==> config.mk <==
export PLATFORM = sky130hd
export DESIGN_NAME = wvb_reader_arb_flat
export DESIGN_NICKNAME = d
export VERILOG_FILES = /design/src/rtl/wvb_reader_arb_if.sv /design/src/rtl/wvb_reader_arb.sv /design/src/flat_wrapper.sv
export SDC_FILE = /design/constraint.sdc
export NUM_CORES = 1
export LEC_CHECK = 0
export CAP_MARGIN = 20
export CORE_AREA = 4 4 134 136
export DETAILED_ROUTE_END_ITERATION = 7
export DIE_AREA = 0 0 138 140
export PLACE_DENSITY_LB_ADDON = 0.05
export SLEW_MARGIN = 20
export SYNTH_ARGS = -nofsm -noshare
export SYNTH_HDL_FRONTEND = slang
export SYNTH_SLANG_ARGS = --single-unit
export TNS_END_PERCENT = 10
==> constraint.sdc <==
create_clock -name clk -period 6.4 [get_ports clk]
set_input_delay 1.28 -clock clk [delete_from_list [all_inputs] [get_ports clk]]
set_output_delay 1.28 -clock clk [all_outputs]
set_load 0.01 [all_outputs]
==> src/rtl/wvb_reader_arb_if.sv <==
// Handshake bundle between the reader arbiter, the per-channel header FIFOs,
// the read controller and the DPRAM readout engine.
interface wvb_reader_arb_if #(
  parameter int unsigned N_CHANNELS  = 24,
  parameter int unsigned P_IDX_WIDTH = 5
);
  logic [N_CHANNELS-1:0]  hdr_empty;
  logic [N_CHANNELS-1:0]  hdr_rdreq;
  logic [P_IDX_WIDTH-1:0] chan_index;
  logic                   rd_ctrl_req;
  logic                   rd_ctrl_ack;
  logic                   dpram_busy;
  logic                   dpram_run;

  modport master (
    input  hdr_empty, rd_ctrl_ack, dpram_busy,
    output hdr_rdreq, chan_index, rd_ctrl_req, dpram_run
  );

  modport slave (
    output hdr_empty, rd_ctrl_ack, dpram_busy,
    input  hdr_rdreq, chan_index, rd_ctrl_req, dpram_run
  );
endinterface

==> src/rtl/wvb_reader_arb.sv <==
// Waveform buffer reader arbiter: picks one eligible channel per readout
// (round-robin or fixed priority) and sequences the read controller / DPRAM handshake.
module wvb_reader_arb #(
  parameter int unsigned N_CHANNELS     = 24,
  parameter int unsigned P_IDX_WIDTH    = 5,
  parameter int unsigned P_BUSY_TIMEOUT = 1024,
  parameter int unsigned P_CNT_WIDTH    = 32
) (
  input  logic                    clk,
  input  logic                    rst,
  input  logic                    en,
  input  logic                    prio_mode,
  input  logic [N_CHANNELS-1:0]   chan_mask,
  input  logic                    cnt_clr,
  output logic                    busy,
  output logic [P_CNT_WIDTH-1:0]  readout_cnt,
  output logic [P_CNT_WIDTH-1:0]  timeout_cnt,
  wvb_reader_arb_if.master        bus
);

  localparam int unsigned IW1      = P_IDX_WIDTH + 1;
  localparam int unsigned WD_WIDTH = (P_BUSY_TIMEOUT < 2) ? 1 : $clog2(P_BUSY_TIMEOUT + 1);
  localparam int unsigned WD_LAST  = (P_BUSY_TIMEOUT == 0) ? 0 : P_BUSY_TIMEOUT - 1;
  localparam logic [P_IDX_WIDTH-1:0] LAST_RESET = P_IDX_WIDTH'(N_CHANNELS - 1);

  typedef enum logic [1:0] {
    S_IDLE      = 2'd0,
    S_REQ       = 2'd1,
    S_WAIT_BUSY = 2'd2,
    S_WAIT_DONE = 2'd3
  } state_e;

  state_e                 state_q, state_d;
  logic [P_IDX_WIDTH-1:0] chan_index_q, chan_index_d;
  logic [P_IDX_WIDTH-1:0] last_chan_q, last_chan_d;
  logic [N_CHANNELS-1:0]  hdr_rdreq_q, hdr_rdreq_d;
  logic                   rd_ctrl_req_q, rd_ctrl_req_d;
  logic                   dpram_run_q, dpram_run_d;
  logic                   ack_q, ack_d;
  logic                   busy_q, busy_d;
  logic [WD_WIDTH-1:0]    wd_q, wd_d;
  logic [P_CNT_WIDTH-1:0] readout_cnt_q, readout_cnt_d;
  logic [P_CNT_WIDTH-1:0] timeout_cnt_q, timeout_cnt_d;

  logic [N_CHANNELS-1:0]  elig;
  logic [N_CHANNELS-1:0]  elig_rot;
  logic [IW1-1:0]         rr_start;
  logic [IW1-1:0]         rr_sum;
  logic [P_IDX_WIDTH-1:0] rr_win, fp_win, winner;
  logic [WD_WIDTH-1:0]    wd_step;
  logic                   wd_expired;
  logic                   rdo_inc, to_inc;

  // Index of the lowest set bit (0 when none is set).
  function automatic logic [IW1-1:0] first_set(input logic [N_CHANNELS-1:0] v);
    logic [IW1-1:0] idx;
    idx = '0;
    for (int i = N_CHANNELS - 1; i >= 0; i--) begin
      if (v[i]) idx = IW1'(i);
    end
    return idx;
  endfunction

  assign elig = ~bus.hdr_empty & chan_mask;

  // Rotate so the search starts just after the last served channel, then map back.
  always_comb begin
    rr_start = IW1'(last_chan_q) + IW1'(1);
    if (rr_start >= IW1'(N_CHANNELS)) rr_start = '0;
    elig_rot = N_CHANNELS'({elig, elig} >> rr_start);
    rr_sum   = rr_start + first_set(elig_rot);
    if (rr_sum >= IW1'(N_CHANNELS)) rr_sum = rr_sum - IW1'(N_CHANNELS);
    rr_win   = P_IDX_WIDTH'(rr_sum);
    fp_win   = P_IDX_WIDTH'(first_set(elig));
    winner   = prio_mode ? fp_win : rr_win;
  end

  assign wd_step    = (P_BUSY_TIMEOUT == 0) ? wd_q : wd_q + WD_WIDTH'(1);
  assign wd_expired = (P_BUSY_TIMEOUT != 0) && (wd_q >= WD_WIDTH'(WD_LAST));

  // Next-state and registered-output logic.
  always_comb begin
    state_d       = state_q;
    chan_index_d  = chan_index_q;
    last_chan_d   = last_chan_q;
    hdr_rdreq_d   = '0;
    rd_ctrl_req_d = rd_ctrl_req_q;
    wd_d          = wd_q;
    rdo_inc       = 1'b0;
    to_inc        = 1'b0;

    case (state_q)
      S_IDLE: begin
        if (|elig && !bus.dpram_busy && !bus.rd_ctrl_ack) begin
          state_d       = S_REQ;
          chan_index_d  = winner;
          hdr_rdreq_d   = N_CHANNELS'(1) << winner;
          rd_ctrl_req_d = 1'b1;
        end
      end
      S_REQ: begin
        if (bus.rd_ctrl_ack) begin
          state_d       = S_WAIT_BUSY;
          rd_ctrl_req_d = 1'b0;
          wd_d          = '0;
        end
      end
      S_WAIT_BUSY: begin
        if (bus.dpram_busy) begin
          state_d = S_WAIT_DONE;
          wd_d    = wd_step;
        end else if (wd_expired) begin
          state_d     = S_IDLE;
          last_chan_d = chan_index_q;
          to_inc      = 1'b1;
        end else begin
          wd_d = wd_step;
        end
      end
      S_WAIT_DONE: begin
        if (!bus.dpram_busy) begin
          state_d     = S_IDLE;
          last_chan_d = chan_index_q;
          rdo_inc     = 1'b1;
        end else if (wd_expired) begin
          state_d     = S_IDLE;
          last_chan_d = chan_index_q;
          to_inc      = 1'b1;
        end else begin
          wd_d = wd_step;
        end
      end
      default: begin
        state_d       = S_IDLE;
        rd_ctrl_req_d = 1'b0;
      end
    endcase

    // Disable acts as a soft reset that leaves the statistics counters alone.
    if (!en) begin
      state_d       = S_IDLE;
      chan_index_d  = '0;
      last_chan_d   = LAST_RESET;
      hdr_rdreq_d   = '0;
      rd_ctrl_req_d = 1'b0;
      wd_d          = '0;
      rdo_inc       = 1'b0;
      to_inc        = 1'b0;
    end

    busy_d      = (state_d != S_IDLE);
    ack_d       = en & bus.rd_ctrl_ack;
    dpram_run_d = en & bus.rd_ctrl_ack & ~ack_q;

    readout_cnt_d = readout_cnt_q;
    if (cnt_clr) readout_cnt_d = '0;
    else if (rdo_inc && (readout_cnt_q != '1)) readout_cnt_d = readout_cnt_q + P_CNT_WIDTH'(1);

    timeout_cnt_d = timeout_cnt_q;
    if (cnt_clr) timeout_cnt_d = '0;
    else if (to_inc && (timeout_cnt_q != '1)) timeout_cnt_d = timeout_cnt_q + P_CNT_WIDTH'(1);
  end

  // State register.
  always_ff @(posedge clk) begin
    if (rst) begin
      state_q       <= S_IDLE;
      chan_index_q  <= '0;
      last_chan_q   <= LAST_RESET;
      hdr_rdreq_q   <= '0;
      rd_ctrl_req_q <= 1'b0;
      dpram_run_q   <= 1'b0;
      ack_q         <= 1'b0;
      busy_q        <= 1'b0;
      wd_q          <= '0;
      readout_cnt_q <= '0;
      timeout_cnt_q <= '0;
    end else begin
      state_q       <= state_d;
      chan_index_q  <= chan_index_d;
      last_chan_q   <= last_chan_d;
      hdr_rdreq_q   <= hdr_rdreq_d;
      rd_ctrl_req_q <= rd_ctrl_req_d;
      dpram_run_q   <= dpram_run_d;
      ack_q         <= ack_d;
      busy_q        <= busy_d;
      wd_q          <= wd_d;
      readout_cnt_q <= readout_cnt_d;
      timeout_cnt_q <= timeout_cnt_d;
    end
  end

  assign bus.hdr_rdreq   = hdr_rdreq_q;
  assign bus.chan_index  = chan_index_q;
  assign bus.rd_ctrl_req = rd_ctrl_req_q;
  assign bus.dpram_run   = dpram_run_q;
  assign busy            = busy_q;
  assign readout_cnt     = readout_cnt_q;
  assign timeout_cnt     = timeout_cnt_q;

endmodule

==> src/flat_wrapper.sv <==
// flat-port wrapper written by rule: the top's interface ports become plain ports
module wvb_reader_arb_flat 
#(
  parameter int unsigned N_CHANNELS     = 24,
  parameter int unsigned P_IDX_WIDTH    = 5,
  parameter int unsigned P_BUSY_TIMEOUT = 1024,
  parameter int unsigned P_CNT_WIDTH    = 32
)
  (clk, rst, en, prio_mode, chan_mask, cnt_clr, busy, readout_cnt, timeout_cnt, bus_hdr_empty, bus_rd_ctrl_ack, bus_dpram_busy, bus_hdr_rdreq, bus_chan_index, bus_rd_ctrl_req, bus_dpram_run);
  wvb_reader_arb_if #(.N_CHANNELS(N_CHANNELS), .P_IDX_WIDTH(P_IDX_WIDTH)) bus_i ();
  input  logic clk;
  input  logic rst;
  input  logic en;
  input  logic prio_mode;
  input  logic [N_CHANNELS-1:0] chan_mask;
  input  logic cnt_clr;
  output logic busy;
  output logic [P_CNT_WIDTH-1:0] readout_cnt;
  output logic [P_CNT_WIDTH-1:0] timeout_cnt;
  input wire logic [$bits(bus_i.hdr_empty)-1:0] bus_hdr_empty;
  input wire logic [$bits(bus_i.rd_ctrl_ack)-1:0] bus_rd_ctrl_ack;
  input wire logic [$bits(bus_i.dpram_busy)-1:0] bus_dpram_busy;
  output wire logic [$bits(bus_i.hdr_rdreq)-1:0] bus_hdr_rdreq;
  output wire logic [$bits(bus_i.chan_index)-1:0] bus_chan_index;
  output wire logic [$bits(bus_i.rd_ctrl_req)-1:0] bus_rd_ctrl_req;
  output wire logic [$bits(bus_i.dpram_run)-1:0] bus_dpram_run;
  assign bus_i.hdr_empty = bus_hdr_empty;
  assign bus_i.rd_ctrl_ack = bus_rd_ctrl_ack;
  assign bus_i.dpram_busy = bus_dpram_busy;
  assign bus_hdr_rdreq = bus_i.hdr_rdreq;
  assign bus_chan_index = bus_i.chan_index;
  assign bus_rd_ctrl_req = bus_i.rd_ctrl_req;
  assign bus_dpram_run = bus_i.dpram_run;
  wvb_reader_arb #(.N_CHANNELS(N_CHANNELS), .P_IDX_WIDTH(P_IDX_WIDTH), .P_BUSY_TIMEOUT(P_BUSY_TIMEOUT), .P_CNT_WIDTH(P_CNT_WIDTH)) u_core (.clk(clk), .rst(rst), .en(en), .prio_mode(prio_mode), .chan_mask(chan_mask), .cnt_clr(cnt_clr), .busy(busy), .readout_cnt(readout_cnt), .timeout_cnt(timeout_cnt), .bus(bus_i));
endmodule
* Word level (Yosys, flattened, before mapping)
Cells that the tools add are included.
** Cells by class
- Reduce and logical (&&, ||, !) cells :: 19
- Order comparisons :: 3
- Add/sub/neg operators :: 6
- Bitwise operators :: 8
- Mux-type cells :: 78
- Shifts and indexed selects :: 2
- Eq/ne operators :: 9
** Operators by type and width (number)
- 2-to-1 mux 5 bit :: 53
- adder 32 x 1 -> 32 bit (second input constant) :: 2
- inequality test 32 bit (second input constant) :: 2
- right shift 48 x 6 -> 24 bit :: 1
- 2-to-1 mux 11 bit :: 4
- one-hot mux 11 bit (3 select lines) :: 1
- AND 24 bit :: 1
- inverter 24 bit :: 1
- OR reduction 24 bit :: 1
- left shift 1 x 5 -> 24 bit (first input constant) :: 1
- greater-or-equal comparator 6 x 5 -> 1 bit (second input constant) :: 2
- 2-to-1 mux 2 bit :: 6
- adder 11 x 1 -> 11 bit (second input constant) :: 1
- greater-or-equal comparator 11 x 10 -> 1 bit (second input constant) :: 1
- one-hot mux 5 bit (2 select lines) :: 1
- 2-to-1 mux 1 bit :: 9
- one-hot mux 2 bit (4 select lines) :: 1
- adder 5 x 1 -> 6 bit (second input constant) :: 1
- adder 6 x 5 -> 6 bit :: 1
- 2-to-1 mux 6 bit :: 1
- inequality test 2 bit (second input constant) :: 3
- AND reduction 3 bit :: 2
- nonzero test 2 bit :: 3
- subtractor 5 bit (second input constant) :: 1
- 13 further kinds :: 25
** Word-level totals
- Logic and storage cells :: 136
- Output and inout bits :: 96
- Register bits :: 115
- Input bits :: 55

* Depth between registers and ports, before layout
- Word-level depth :: 33
- Mapped depth :: 28

* Least setup slack after synthesis
Ideal clock, no wire load.
- Kind :: input -> register
- Start point :: in bus_hdr_empty[3]
- End point :: reg u_core.hdr_rdreq_q[20] (netlist: u_core.bus.hdr_rdreq[20])
- Path slack :: 0.899 ns
- Required time :: 6.312 ns
- Stages on the path :: 22
- Library setup time :: 0.088 ns
- Arrival :: 5.414 ns
- Cell sequence :: nand2b_1 a2111oi_0 a21o_1 o22a_1 a21oi_1 o21ai_0 nand2_1 o2111a_1 o21bai_1 a21oi_1 o311ai_0 a31oi_1 o21a_1 fa_1 a21o_1 a21oi_1 xor2_1 nand2_1 or3_4 and3_1 buf_6 nor4b_2
** Between the ends
- Word-level cells in the longest chain between the ends :: 32
** RTL lines
- start: declaration :: line flat_wrapper.sv:20 : input wire logic [$bits(bus_i.hdr_empty)-1:0] bus_hdr_empty;
- inverter 24 bit (*) :: line wvb_reader_arb.sv:64 : assign elig = ~bus.hdr_empty & chan_mask;
- AND 24 bit (*) :: line wvb_reader_arb.sv:64
- right shift 48 x 6 -> 24 bit :: line wvb_reader_arb.sv:70 : elig_rot = N_CHANNELS'({elig, elig} >> rr_start);
- 2-to-1 mux 5 bit (24 in series) :: line wvb_reader_arb.sv:59 : if (v[i]) idx = IW1'(i);
- adder 6 x 5 -> 6 bit :: line wvb_reader_arb.sv:71 : rr_sum = rr_start + first_set(elig_rot);
- subtractor 5 bit or greater-or-equal comparator 6 x 5 -> 1 bit (tied branches) :: line wvb_reader_arb.sv:72 : if (rr_sum >= IW1'(N_CHANNELS)) rr_sum = rr_sum - IW1'(N_CHANNELS);
- 2-to-1 mux 5 bit :: line wvb_reader_arb.sv:72
- 2-to-1 mux 5 bit :: line wvb_reader_arb.sv:75 : winner = prio_mode ? fp_win : rr_win;
- left shift 1 x 5 -> 24 bit :: line wvb_reader_arb.sv:97 : hdr_rdreq_d = N_CHANNELS'(1) << winner;
- end signal: assignment :: line wvb_reader_arb.sv:182 : hdr_rdreq_q <= hdr_rdreq_d;
- end: declaration :: line wvb_reader_arb.sv:36 : logic [N_CHANNELS-1:0] hdr_rdreq_q, hdr_rdreq_d;
Every way passes the cells marked *; elsewhere a longest branch is shown, timed or not.
A chain may end at the register's enable or synchronous reset.

* Worst setup path after layout
- Start point :: reg u_core.last_chan_q[0]
- End point :: reg u_core.chan_index_q[3] (netlist: u_core.bus.chan_index[3])
** Between the ends
- Word-level cells in the longest chain between the ends :: 32
** RTL lines
- start: declaration :: line wvb_reader_arb.sv:35 : logic [P_IDX_WIDTH-1:0] last_chan_q, last_chan_d;
- start signal: assignment :: line wvb_reader_arb.sv:181 : last_chan_q <= last_chan_d;
- adder 5 x 1 -> 6 bit (*) :: line wvb_reader_arb.sv:68 : rr_start = IW1'(last_chan_q) + IW1'(1);
- greater-or-equal comparator 6 x 5 -> 1 bit :: line wvb_reader_arb.sv:69 : if (rr_start >= IW1'(N_CHANNELS)) rr_start = '0;
- 2-to-1 mux 6 bit (*) :: line wvb_reader_arb.sv:69
- right shift 48 x 6 -> 24 bit :: line wvb_reader_arb.sv:70
- 2-to-1 mux 5 bit (24 in series) :: line wvb_reader_arb.sv:59
- adder 6 x 5 -> 6 bit (*) :: line wvb_reader_arb.sv:71
- subtractor 5 bit or greater-or-equal comparator 6 x 5 -> 1 bit (tied branches) :: line wvb_reader_arb.sv:72
- 2-to-1 mux 5 bit (*) :: line wvb_reader_arb.sv:72
- 2-to-1 mux 5 bit (*) :: line wvb_reader_arb.sv:75
- end signal: assignment :: line wvb_reader_arb.sv:180 : chan_index_q <= chan_index_d;
- end: declaration :: line wvb_reader_arb.sv:34 : logic [P_IDX_WIDTH-1:0] chan_index_q, chan_index_d;
Marked as above.

==> metrics.md <==
| Metric | Value |
|---|---|
| Status | `complete, no violations` |
| Core area | `around 0.017 mm^2` |
| Warnings from Yosys | `0` |
| XOR/XNOR share of the synthesized area | `0.0649` |
| Post-synth net total | `1111` |
| Worst Tran Pin Value | `approximately 1100 ps` |
| Cts-stage hold buffer count | `0` |
| Final #Nets | `between 1k and 1.5k` |
| Hold crit path type | `flop to flop` |
| Hold_ws | `around 370 ps` |
| Synthesized cell area | `0.00823 mm^2` |
| Multi-input gate area | `between 0.005 and 0.006 mm^2` |
| Commonest non-fill, non-tap cells in the layout | `clkdlybuf4s50_1, nor2_1, dfxtp_1` |
| CP Class | `flop to flop` |
| GRT overflow | `0` |
| DRT iter0 DRCs | `690` |
| Largest family of logic cells by synthesized area | `simple AND/OR/NAND/NOR gates` |
| Mean Syn Cell Area | `7.87 um^2` |
| Initial DRT Pass Iterations | `5` |
| Startpoint types | `flop` |
| Via count | `approximately 8.7k` |
| # diodes | `0` |
| Detailed Route WL | `26300 um` |
| Placement Cell Area | `slightly above 0.01 mm^2` |
| Final Cell Area | `between 0.01 and 0.015 mm^2` |
| Lkg Pwr | `3.96 nW` |
| Main synth FF type | `dfxtp_1` |
| Biggest area consumer among synthesized cells | `dfxtp_1` |
| Post-synthesis simple-gate area fraction | `0.291` |
| FMAX | `roughly 0.17 GHz` |
| CP cell instances | `ha_1 > and4b_1 > a211oi_4 > buf_4 > nand3_1 > o22ai_1 > o21ai_0 > o221ai_1 > o21ai_1 > a2111o_1 > a211oi_2 > nor4_1 > fa_1 > a21o_1 > a21oi_1 > xor2_2 > buf_4 > a2111oi_4 > a21bo_2 > o22ai_1` |
| Slew margin rel. | `0.291` |
| P&R area growth vs syn | `29.9%` |
| Seq/Total Area, Yosys | `0.280` |
| Worst-path fanout max | `13` |
| Share of layout cells above drive strength 1 | `0.108` |
| Maximum vdd drop | `roughly 0.00018 V` |
| Clock root buffer | `clkbuf_16` |
| Fin crit share | `0.945` |
| Critical path's slowest cell | `a2111o_1` |
| Final hold violation count | `0` |
| Post-synthesis adder-cell area fraction | `0.0161` |
| DP Wirelength | `19800 um` |
| Max-slew violations | `0` |
| Number of synthesized flops with an enable pin | `0` |
| Crit path required time | `6650 ps` |
| Commonest non-fill, non-tap cell in the layout | `clkdlybuf4s50_1` |
| # IOs | `between 150 and 200` |
| Dominant cells by area after synthesis | `dfxtp_1, mux2i_1, nor2_1` |
| DR WL/cell | `roughly 18 um` |
| CP arrival | `between 6000 and 7000 ps` |
| CTS tree | `done` |
| I/O Buffers | `150` |
| Critical Path Sink Type | `flop` |
| Mux cell area share after synthesis | `0.0970` |
| Vias in the first global route | `approximately 8k` |
| Clk sinks | `~120` |
| Initial antenna violation count | `0` |
| Clock Tree Buf Depth | `2` |
| Full die area | `roughly 0.019 mm^2` |
| H-tree levels | `4` |
| Detail-routed via count per cell | `around 6.0` |
| Setup Skew | `~13 ps` |
| Pre-CTS setup slack | `-23.3 ps` |
| Routed Antenna Nets | `0` |
| Min cycle time layout | `~6000 ps` |
| Post-synthesis compound-gate area fraction | `0.215` |
| Starting density of the core | `0.486` |
| TritonCTS Buffers | `17` |
| Worst Slack Setup Final | `about 350 ps` |
| Die Height | `140 um` |
| Finish-stage setup viols | `0` |
| Crit path largest cell delay | `between 400 and 500 ps` |
| First-pass GRT wire length | `about 42000 um` |
| Largest net degree at the start of global routing | `65` |
| Worst-path clk slew | `roughly 60 ps` |
| Rows | `48` |
| Clk_lat worst skew | `420 ps` |
| Pwr Density | `approximately 170 mW/mm^2` |
| Netlist cell types | `91` |
| Remaining DRCs | `0` |
| Register area | `0.00230 mm^2` |
| Share of the synthesized area in the top cell type | `0.280` |
| Finished Core Util | `0.631` |
| Post-Syn Instances | `around 1.0k` |
| Die width | `about 140 um` |
| Overall power | `0.00185 W` |
| Seq cells post-synth | `approximately 120` |
| Max cap viols | `0` |
| Total GRT Usage | `0.264` |
| Fill cells | `between 1.5k and 2k` |
| GP Congestion | `1.00` |
| Asr flop ratio synth | `0` |
Yosys cell counts, types with 4 or more instances:
cell and n:
and4_1 7, o211ai_1 13, nand2b_1 39, ha_1 9, mux4_2 5, or2_2 6, o21a_1 6, a21o_1 6
a21oi_1 55, nor4_1 18, or3_1 10, dfxtp_1 115, a32oi_1 4, nand3_1 50, xor2_1 48, buf_1 5
a31oi_1 11, mux2_2 8, nor2b_1 26, xnor2_1 13, a211oi_1 12, nand2_1 92, clkbuf_1 27, o21ai_1 6
nand4_1 17, nor2_1 121, and3_1 18, a2111oi_0 4, buf_2 16, o221ai_1 4, mux2i_1 57, o21ai_0 49
nor3_1 35, inv_1 13, o22ai_1 20, o22a_1 7, and2_1 7
registers in the layout, indices dropped and copies added (netlist names):
name,cells
u_core.ack_q,1
u_core.bus.chan_index,5
u_core.bus.dpram_run,1
u_core.bus.hdr_rdreq,24
u_core.bus.rd_ctrl_req,1
u_core.busy,1
u_core.last_chan_q,5
u_core.readout_cnt,32
u_core.state_q,2
u_core.timeout_cnt,32
u_core.wd_q,11
cell families after synthesis:
logic type / count (synthesis)
buffers and inverters: 68
DFF: 115
and+or+nand+nor: 468
muxes: 72
adders and majority gates: 10
AOI/OAI and AO/OA: 252
xor gates and xnor gates: 61
routing by layer:
| layer | share of wire | track usage | wire length, um | vias up |
|---|---|---|---|---|
| met5 | 0 | 0 | 0 | - |
| met4 | 0.021 | 0.0785 | 563 | 0 |
| met3 | 0.10 | 0.0929 | 2720 | 47 |
| li1 | - | - | - | 4185 |
| met1 | 0.44 | 0.356 | 11700 | 4048 |
| met2 | 0.43 | 0.399 | 11400 | 396 |
what timing repair did:
action | 4_1_cts | 5_1_grt
buffers inserted | 0 | 1
setup endpoints to repair | 0 | 26
hold endpoints to repair | 0 | 0
resized for setup | 0 | 12
stage by stage:
stage	setup TNS, ps	instances
finish	0	1442
global route	-2.93	1442
CTS	0	1441
detailed placement	-23.3	1409
global placement	0	1409
floorplan	0	1046
layout make-up:
class / count / share of cell area
well taps: 225 / 0.0263
flip-flops and latches: 115 / 0.216
multi-input cells: 863 / 0.531
clock buffers: 17 / 0.0398
inverters: 16 / 0.00562
repair buffers: 191 / 0.170
clock inverters: 15 / 0.0115
worst paths after layout:
path,start,endpoint,slack [ps],depth (start not counted)
min reg2reg,u_core.ack_q,u_core.bus.dpram_run,370,1
max reg2reg,u_core.last_chan_q[0],u_core.bus.chan_index[3],350,20
min,u_core.ack_q,u_core.bus.dpram_run,370,1
max,u_core.last_chan_q[0],u_core.bus.chan_index[3],350,20
worst max-delay path: cells and delay by family, from the launching register on:
kind	cells	cell delay (ps)
compound gates	12	3550
xor+xnor	1	130
fa+ha+maj	2	670
buf+inv	2	480
flops	1	320
simple gates	3	710
where the power goes:
group / switching (W) / internal, W
registers: 0.00000238 / 0.000718
clock network: 0.000382 / 0.000505
logic: 0.000134 / 0.000104
total: 0.000518 / 0.00133
(Power assumes the default switching activity.)
